==> config.mk <==
export PLATFORM = sky130hd
export DESIGN_NAME = maxunpool2d
export DESIGN_NICKNAME = d
export VERILOG_FILES = /design/src/rtl/maxunpool2d.sv
export SDC_FILE = /design/constraint.sdc
export NUM_CORES = 1
export LEC_CHECK = 0
export ABC_AREA = 1
export ABC_CLOCK_PERIOD_IN_PS = 15400
export BUFFER_PORTS_ARGS = -buffer_cell sky130_fd_sc_hd__buf_4
export CAP_MARGIN = 0
export CORE_MARGIN = 2
export CORE_UTILIZATION = 45
export CTS_CLUSTER_SIZE = 40
export DETAILED_ROUTE_END_ITERATION = 8
export GPL_ROUTABILITY_DRIVEN = 0
export GPL_TIMING_DRIVEN = 1
export PLACE_DENSITY = 0.61
export SETUP_SLACK_MARGIN = 0.5
export SYNTH_ARGS = -nofsm -noshare
export SYNTH_HDL_FRONTEND = slang
export SYNTH_SLANG_ARGS = --single-unit
==> constraint.sdc <==
create_clock -name Clk -period 15.4 [get_ports Clk]
set_input_delay 1.54 -clock Clk [delete_from_list [all_inputs] [get_ports Clk]]
set_output_delay 1.54 -clock Clk [all_outputs]
set_load 0.02 [all_outputs]
==> src/rtl/maxunpool2d.sv <==
`default_nettype none
// ============================================================================
// Module   : maxunpool2d
// Purpose  : Streaming 2x2 max-unpool for float32 words. Each pooled word is
//            expanded into a 2x2 window (value at its winner position, +0.0
//            elsewhere); the unpooled map is emitted in raster order.
//            Optional build macro: MAXUNPOOL_ABS_EN (clears bit 31 of every
//            routed value).
// Revision : 1.0 - initial release
// ============================================================================
module maxunpool2d #(
    parameter int IN_W = 14
) (
    input  logic        Clk,
    input  logic        Reset_n,
    input  logic [31:0] in_data,
    input  logic [1:0]  in_idx,
    input  logic        in_valid,
    output logic        in_ready,
    output logic [31:0] out_data,
    output logic        out_valid,
    input  logic        out_ready,
    output logic        out_eol
);

    localparam int             CW     = (IN_W > 1) ? $clog2(IN_W) : 1;
    localparam logic [CW-1:0]  C_LAST = CW'(IN_W - 1);

    typedef enum logic [0:0] {
        S_TOP = 1'b0,
        S_BOT = 1'b1
    } state_t;

    state_t         r_state;
    state_t         w_state_nxt;
    logic [CW-1:0]  r_col;
    logic [CW-1:0]  w_col_nxt;
    logic           r_phase;
    logic           w_phase_nxt;
    logic [31:0]    r_out_data;
    logic [31:0]    w_out_data_nxt;
    logic           r_out_valid;
    logic           w_out_valid_nxt;
    logic           r_out_eol;
    logic           w_out_eol_nxt;

    // Entries are {value[31:0], idx[1:0]}.
    logic [33:0]    r_hold;
    logic [33:0]    r_buf [IN_W];
    logic [33:0]    w_rd;

    logic           w_slot_free;
    logic           w_in_fire;

    function automatic logic [31:0] f_route(input logic [31:0] v);
`ifdef MAXUNPOOL_ABS_EN
        return {1'b0, v[30:0]};
`else
        return v;
`endif
    endfunction

    assign w_slot_free = !r_out_valid || out_ready;
    assign in_ready    = (r_state == S_TOP) && !r_phase && w_slot_free;
    assign w_in_fire   = in_valid && in_ready;
    assign w_rd        = r_buf[r_col];

    assign out_data    = r_out_data;
    assign out_valid   = r_out_valid;
    assign out_eol     = r_out_eol;

    always_comb begin
        w_state_nxt     = r_state;
        w_col_nxt       = r_col;
        w_phase_nxt     = r_phase;
        w_out_data_nxt  = r_out_data;
        w_out_valid_nxt = r_out_valid;
        w_out_eol_nxt   = r_out_eol;

        if (r_state == S_TOP) begin
            if (!r_phase) begin
                if (w_in_fire) begin
                    w_out_data_nxt  = (in_idx == 2'd0) ? f_route(in_data) : 32'h0000_0000;
                    w_out_valid_nxt = 1'b1;
                    w_out_eol_nxt   = 1'b0;
                    w_phase_nxt     = 1'b1;
                end else if (w_slot_free) begin
                    // Starved input: let the register drain rather than repeat a word.
                    w_out_valid_nxt = 1'b0;
                    w_out_eol_nxt   = 1'b0;
                end
            end else if (w_slot_free) begin
                w_out_data_nxt  = (r_hold[1:0] == 2'd1) ? f_route(r_hold[33:2]) : 32'h0000_0000;
                w_out_valid_nxt = 1'b1;
                w_phase_nxt     = 1'b0;
                if (r_col == C_LAST) begin
                    w_out_eol_nxt = 1'b1;
                    w_col_nxt     = '0;
                    w_state_nxt   = S_BOT;
                end else begin
                    w_out_eol_nxt = 1'b0;
                    w_col_nxt     = r_col + 1'b1;
                end
            end
        end else if (w_slot_free) begin
            // Bottom row: phase selects the left (idx 2) or right (idx 3) word.
            w_out_data_nxt  = (w_rd[1:0] == {1'b1, r_phase}) ? f_route(w_rd[33:2]) : 32'h0000_0000;
            w_out_valid_nxt = 1'b1;
            w_phase_nxt     = !r_phase;
            w_out_eol_nxt   = 1'b0;
            if (r_phase) begin
                if (r_col == C_LAST) begin
                    w_out_eol_nxt = 1'b1;
                    w_col_nxt     = '0;
                    w_state_nxt   = S_TOP;
                end else begin
                    w_col_nxt     = r_col + 1'b1;
                end
            end
        end
    end

    always_ff @(posedge Clk or negedge Reset_n) begin
        if (!Reset_n) begin
            r_state     <= S_TOP;
            r_col       <= '0;
            r_phase     <= 1'b0;
            r_out_data  <= 32'h0000_0000;
            r_out_valid <= 1'b0;
            r_out_eol   <= 1'b0;
        end else begin
            r_state     <= w_state_nxt;
            r_col       <= w_col_nxt;
            r_phase     <= w_phase_nxt;
            r_out_data  <= w_out_data_nxt;
            r_out_valid <= w_out_valid_nxt;
            r_out_eol   <= w_out_eol_nxt;
        end
    end

    // Line buffer and hold register carry no reset: BOT only reads a fully written row.
    always_ff @(posedge Clk) begin
        if (w_in_fire) begin
            r_hold       <= {in_data, in_idx};
            r_buf[r_col] <= {in_data, in_idx};
        end
    end

endmodule
`default_nettype wire

### Word-level counts from Yosys, hierarchy flattened

Memories as Yosys holds them, arrays and structs flattened.
Index checks and enable logic that the tools add are counted.
Widths: inputs -> output; s select.

* bits of input ports: 38
* bits in writable memories: 476
* flip-flop bits (word level): 74
* output and inout bits: 35
* memories kept: 1
* word-level logic and storage cells: 66

* reductions and logical operators: 13
* bitwise operators: 1
* equality and inequality tests: 5
* muxes and demuxes: 38
* add/subtract/negate cells: 1

Memories
* r_buf: words 14, bits a word 34, rd ports 1, clocked after memory_dff 0, wr ports 1, line 49 `logic [33:0] r_buf [IN_W];`

Operators by type and width (number)
* $mux 32: 8
* $mux 1: 24
* $mux 4: 6
* $reduce_and 3->1: 2
* $add 4x1->4 const B: 1
* $eq 4x4->1 const B: 1
* $ne 2x1->1 const B: 2
* $reduce_bool 4->1: 1
* $logic_and 1x1->1: 3
* $reduce_bool 3->1: 1
* $eq 2x1->1 const B: 1
* $eq 2x2->1: 1
* $logic_not 1->1: 2
* $logic_not 2->1: 1
* $reduce_and 2->1: 1
* $reduce_bool 2->1: 1
* $logic_or 1x1->1: 1
* $not 1->1: 1

### Logic depth before layout (Yosys ltp)

Gate-level depths: netlist of run 1.

* depth in word-level cells: 7
* depth in mapped cells: 13
* gate-level depth less buffers: 12

### Least setup slack after synthesis of run 1

Ideal clock, no wire load.

* kind: input port to flip-flop
* start: in out_ready
* end: mem r_buf[10][0] (enable)
* path slack: 8921 ps
* buffers on the path: 0
* data arrival time: 6011 ps
* library setup time: 468 ps
* required time: 14932 ps
* stages on the path: 6
* cells stage by stage: nor2_1 inv_1 nand2_1 nor2_1 inv_1 nor3_1

* longest elaborated chain between the ends: 5

RTL lines
* start, declared: line 22 `input logic out_ready,`
* $logic_or 1x1->1: line 63 `assign w_slot_free = !r_out_valid || out_ready;`
* $logic_and 1x1->1: line 64 `assign in_ready = (r_state == S_TOP) && !r_phase && w_slot_free;`
* $logic_and 1x1->1: line 65 `assign w_in_fire = in_valid && in_ready;`
* net w_in_fire: line 53 `logic w_in_fire;`
* $mux 1: line 143 `if (w_in_fire) begin`
* $mux 1 (implied by the code): line 145 `r_buf[r_col] <= {in_data, in_idx};`
* end, declared: line 49

The timed path passes the listed nets, and every way through them passes these cells.

### Worst setup path after layout of run 1

* start: reg r_phase
* end: reg r_out_data[18], in the netlist out_data[18]

* longest elaborated chain between the ends: 6
* elaborated cells between the ends (all ways): 12
* classes of those cells: eq/ne (2); mux (4); reduce/logical (6)

RTL lines
* start, declared: line 38 `logic r_phase;`
* start signal, assigned: line 134 `r_phase <= w_phase_nxt;`
* $logic_not 1->1: line 64
* $logic_and 1x1->1 (2 in series): line 64
* $logic_and 1x1->1: line 65
* $reduce_bool 3->1 (no source line)
* $reduce_and 3->1 (no source line)
* end signal, assigned: line 135 `r_out_data <= w_out_data_nxt;`
* end, declared: line 40 `logic [31:0] r_out_data;`

Parallel ways exist; a longest one is shown, timed or not. The select of a mux whose other input is x is not followed.
A chain may end at the register's enable or synchronous reset.

==> results.json, run 1 <==
{
  "outcome": "completed",
  "cts_max_level": 2,
  "grt_pass1_vias": 13970,
  "hp-class": "reg2reg",
  "ant_nets": 0,
  "wl_per_cell_um": 22.39,
  "drive_above_1_share_pct": 10.09,
  "path_cells": "buf_4 > inv_2 > nor2_1 > nor2_4 > inv_1 > nor2_1 > a21oi_1",
  "grt_usage_pct": 23.89,
  "grt_max_degree": 97,
  "port_buffers": 72,
  "wirelength_um": 59840,
  "clk_pin_slew_ns": 0.06,
  "drc": 0,
  "die_area_um2": 50690,
  "final_nets": 2043,
  "hp-start": "out_eol",
  "cp_slowest_cell": "inv_1",
  "grt_setup_unrepaired": "no",
  "p_leak_nw": 9.283,
  "max_clock_freq_mhz": 254.1,
  "drtIter0Drc": 1924,
  "synthesis.area_um2": 22010,
  "ys_ff_latch": 550,
  "arrival_ns": 4.41,
  "end_kind": "flip-flop",
  "post-route-period-util_pct": 25.55,
  "hold_ws_ns": 0.4924,
  "syn_area_per_cell_um2": 11.30,
  "grt_overflow": 0,
  "clock_latency_ns": 0.62,
  "die_w_um": 225.2,
  "maxCapViolations": 0,
  "fin_total_pwr_mw": 4.580,
  "cts_buffers": 54,
  "grt_pass1_wl_um": 89210,
  "max_slew.worst_pin.slew_ns": 1.322,
  "critPathMaxStageDelay_ns": 0.84,
  "io-pin-count": 73,
  "r2r-start": "r_phase",
  "fin_setup_tns_ns": 0,
  "layout_common_cells": "585 x nor2_1, 510 x edfxtp_1, 383 x nand2_1",
  "syn2layout_area_growth_pct": 13.46,
  "synthCells": 1947,
  "diodes": 0,
  "cts_sinks": 550,
  "start_util_pct": 45.24,
  "finalSetupViolCount": 0,
  "postCtsSetupBuffers": 0,
  "cp_max_fo": 34,
  "avgViaCountPerCell": 5.404,
  "ff2ff_setup_slack_ns": 11.47,
  "crit_required_ns": 15.88,
  "fin_util_pct": 51.33,
  "die_h_um": 225.2,
  "worstSetupStartpoint": "r_phase",
  "cts_resized": 0,
  "core_area_um2": 48650,
  "synth_seq_area_share_pct": 74.13,
  "synth_nets": 1985,
  "start_kind": "flip-flop",
  "antenna_found_initial": 2,
  "crit_top_cell": "nor2_1",
  "cts_tree": "yes",
  "final_common_cell": "nor2_1",
  "dp_hpwl_um": 34470,
  "cts_root_buf": "clkbuf_16",
  "synthDistinctLibCells": 21,
  "postCtsHoldBufs": 0,
  "core.rowCount": 81,
  "dr.pass1.iters": 5,
  "drv_slew": 0,
  "routed-via-count": 14440,
  "slew_headroom_pct": 11.75,
  "finClkSkew_ns": 0.03484,
  "p_per_area_nw_per_um2": 183.4,
  "yosysWarnings": 0,
  "hold_violations": 0,
  "critical_path_class": "reg2reg",
  "cts_buffer_depth": 3,
  "vdd_drop_max_mv": 0.09601,
  "fin_crit_ns": 3.935
}
==> layout make-up <==
class                      count  area [um2]
clock buffer                  72        1470
inverter                      51       192.7
timing repair buffer          96       720.7
tap                          622       778.2
sequential                   550       16320
fill                        4234       23680
multi-input combinational   1252        5248
clock inverter                30       244.0
==> layer usage <==
layer / track usage, % / vias up / routed length, um
met2: 35.42 / 594 / 26600
li1: - / 6697 / -
met1: 35.67 / 7063 / 26730
met3: 4.967 / 90 / 5212
met4: 6.922 / 0 / 1301
met5: 0 / - / 0
==> critical path, delay by kind of cell (launching register included) <==
family | cells | cell delay [ns]
buffers and inverters | 3 | 1.71
and+or+nand+nor | 3 | 1.35
DFF | 1 | 0.66
AOI/OAI and AO/OA | 1 | 0.06
==> synth_stat cells (all sizes together) <==
library cell	instances	area, um2
o211ai	1	7.510
nor2	601	2256
nor3	7	35.03
o22ai	32	200.2
nand3	135	675.7
inv	51	191.4
o21ai	19	95.09
a21oi	67	335.3
a21boi	1	7.510
dfrtp	40	1001
xor2	2	17.52
or2	1	6.260
edfxtp	510	15310
buf	40	211.5
clkbuf	54	202.7
nand2	386	1451
==> registers in the layout, indices dropped and copies added, names as in the netlist <==
register   count
out_data      32
out_eol        1
out_valid      1
r_buf        476
r_col          4
r_hold        34
r_phase        1
r_state        1
==> logic make-up (layout without fill, tap and decap cells) <==
group,Yosys count,after routing,synth area share (%)
XOR/XNOR,2,2,0.07961
AND/OR/NAND/NOR,1130,1130,20.10
flip-flops,550,550,74.13
AO/OA/AOI/OAI,120,120,2.933
buffers and inverters,145,249,2.752
==> stage by stage <==
| stage | setup WS [ns] | area [um2] | instances |
|---|---|---|---|
| 2_1_floorplan | 8.921 | 22010 | 1947 |
| 6_report | 11.47 | 24970 | 2673 |
| 4_1_cts | 11.55 | 24970 | 2673 |
| 3_3_place_gp | 11.07 | 23260 | 2571 |
| 5_1_grt | 11.16 | 24970 | 2673 |
| 3_5_place_dp | 11.05 | 23260 | 2571 |
==> final timing paths <==
| path | cells past startpoint | to |
|---|---|---|
| hold reg to reg | 2 | out_eol |
| max in group asynchronous | 1 | r_state |
| setup reg to reg | 7 | out_data[18] |
| setup / recovery | 7 | out_data[18] |
| min in group asynchronous | 1 | out_data[31] |
| hold / removal | 2 | out_eol |
==> power breakdown <==
| part | switching (mW) | leakage (nW) | internal [mW] | total (mW) |
|---|---|---|---|---|
| sequential | 0.0728 | 5.07 | 1.71 | 1.78 |
| combinational | 1.11 | 3.36 | 0.401 | 1.51 |
| clock | 0.563 | 0.848 | 0.722 | 1.28 |
| total | 1.75 | 9.28 | 2.83 | 4.58 |
(Power assumes the default switching activity.)
==> run 2, diff against run 1 <==
ABC_CLOCK_PERIOD_IN_PS = 4000   (was 15400)
clock period = 4 ns   (was 15.4 ns; I/O delays follow)
==> results.json, run 2 (synthesis results as in run 1) <==
{
  "outcome": "completed",
  "regMostFlops": "r_buf",
  "max_clock_freq_mhz": 316.2,
  "final_nets": 2075,
  "sequentialPowerShare_pct": 37.9,
  "cts_buffer_depth": 3,
  "slew_headroom_pct": 28.13,
  "final_common_cell": "nor2_1",
  "grt_usage_pct": 23.34,
  "grt_max_degree": 64,
  "switching_share_pct": 36.83,
  "core_area_um2": 48650,
  "nFillCells": 4176,
  "cts_max_level": 2,
  "fin_crit_ns": 3.163,
  "grt_pass1_wl_um": 87540,
  "cts_tree": "yes",
  "hp-class": "in2reg",
  "end_kind": "flip-flop",
  "grt_setup_unrepaired": "no",
  "start_util_pct": 45.24,
  "arrival_ns": 3.66,
  "crit_required_ns": 4.50,
  "core.rowCount": 81,
  "clk_pin_slew_ns": 0.06,
  "fin_util_pct": 52.36,
  "drv_slew": 0,
  "port_buffers": 72,
  "wl_per_cell_um": 21.75,
  "maxCapViolations": 0,
  "layout_common_cells": "585 x nor2_1, 510 x edfxtp_1, 383 x nand2_1",
  "syn2layout_area_growth_pct": 15.72,
  "dp_hpwl_um": 32610,
  "use_met1_pct": 33.76,
  "vdd_drop_max_mv": 0.3701,
  "top_usage_layer": "met2",
  "grt_pass1_vias": 14000,
  "die_area_um2": 50690,
  "grtUsageMet2_pct": 36.71,
  "diodes": 0,
  "cts_buffers": 56,
  "antenna_found_initial": 0,
  "finClkSkew_ns": 0.02284,
  "power.switching_mw": 6.660,
  "drtIter0Drc": 1542,
  "largest_reg_flops": 476,
  "pwr-share-comb_pct": 32.2,
  "die_h_um": 225.2,
  "critical_path_class": "reg2reg",
  "die_w_um": 225.2,
  "max_slew.worst_pin.slew_ns": 1.076,
  "ff2ff_setup_slack_ns": 0.84,
  "ant_nets": 0,
  "hold_violations": 0,
  "fin_setup_tns_ns": 0,
  "grt_overflow": 0,
  "cts_sinks": 550,
  "dr.pass1.iters": 5,
  "wirelength_um": 58840,
  "start_kind": "flip-flop",
  "drive_above_1_share_pct": 11.57,
  "cts_root_buf": "clkbuf_16",
  "routed-via-count": 14660,
  "clock_latency_ns": 0.61,
  "finalSetupViolCount": 0,
  "seq_area_um2": 16320,
  "io-pin-count": 73,
  "multi_input_area_um2": 5285,
  "avgViaCountPerCell": 5.418,
  "met3_usage_pct": 4.746,
  "clkPwrFrac_pct": 29.9,
  "p_int_mw": 11.42,
  "post-route-period-util_pct": 79.07,
  "p_leak_nw": 9.584,
  "cp_max_fo": 33,
  "drc": 0,
  "p_per_area_nw_per_um2": 710.0
}
## run 2: changes by cell type in the layout (fill, tap and decap cells not counted), moves of 2 or more
| cell | delta |
|---|---|
| buf_12 | +4 |
| buf_4 | +25 |
| bufinv_16 | +6 |
| clkbuf_1 | -2 |
| clkinv_2 | -3 |
| nor3_2 | -6 |
| nor3_4 | +6 |
## run 2: critical path, cell delays in order (launching register included)
cell     delay [ns]
dfrtp_1        0.67
inv_2          0.15
nor2_1         0.06
buf_4          0.17
nor2_4         0.83
inv_1          0.66
buf_12         0.34
nor2_1         0.10
a21oi_1        0.06
## run 2: path summary, 6_finish.rpt
kind / startpoint / end / cells past startpoint
min in group asynchronous: Reset_n / r_col[1] / 2
max: r_phase / out_data[31] / 8
min: in_valid / out_valid / 3
min reg2reg: out_eol / out_eol / 2
max in group asynchronous: Reset_n / r_state / 2
max reg2reg: r_phase / out_data[31] / 8
## run 2: stage by stage
step	cells	instance area, um2	worst slack, ns	hold WS (ns)	total power, mW
final	2705	25470	0.8373	0.06044	18.08
after global routing	2705	25470	0.6388	0.05639	19.01
after CTS	2705	25470	0.9236	0.03805	18.14
after detailed placement	2600	23560	0.9149	0.4664	12.74
after global placement	2600	23560	1.023	0.4575	12.69
after floorplan	1947	22040	0.07167	0.1044	10.56
## run 2: timing repair
| action | in CTS | in global routing |
|---|---|---|
| hold endpoints to repair | 40 | 0 |
| buffers inserted | 0 | 0 |
| hold buffers | 1 | 0 |
| resized for setup | 0 | 0 |
## run 2: cell type report
class	instances	area share, %
clock inverter	33	1.606
inverter	51	0.7565
timing repair buffer	126	3.920
sequential	550	64.07
multi-input combinational	1252	20.75
tap	622	3.056
clock buffer	71	5.841
## run 2: routing by layer
layer | routed length [um] | vias up
li1 | - | 6761
met1 | 25540 | 7191
met2 | 27310 | 625
met3 | 4998 | 78
met4 | 989 | 0
met5 | 0 | -
## run 2: power by group through the flow
stage | Combinational (mW) | Sequential [mW] | Clock [mW]
floorplan | 3.55 | 7.01 | 0
CTS | 5.81 | 6.85 | 5.48
finish | 5.83 | 6.85 | 5.40
detailed placement | 5.78 | 6.97 | 0
global placement | 5.72 | 6.97 | 0
global route | 6.44 | 6.87 | 5.70
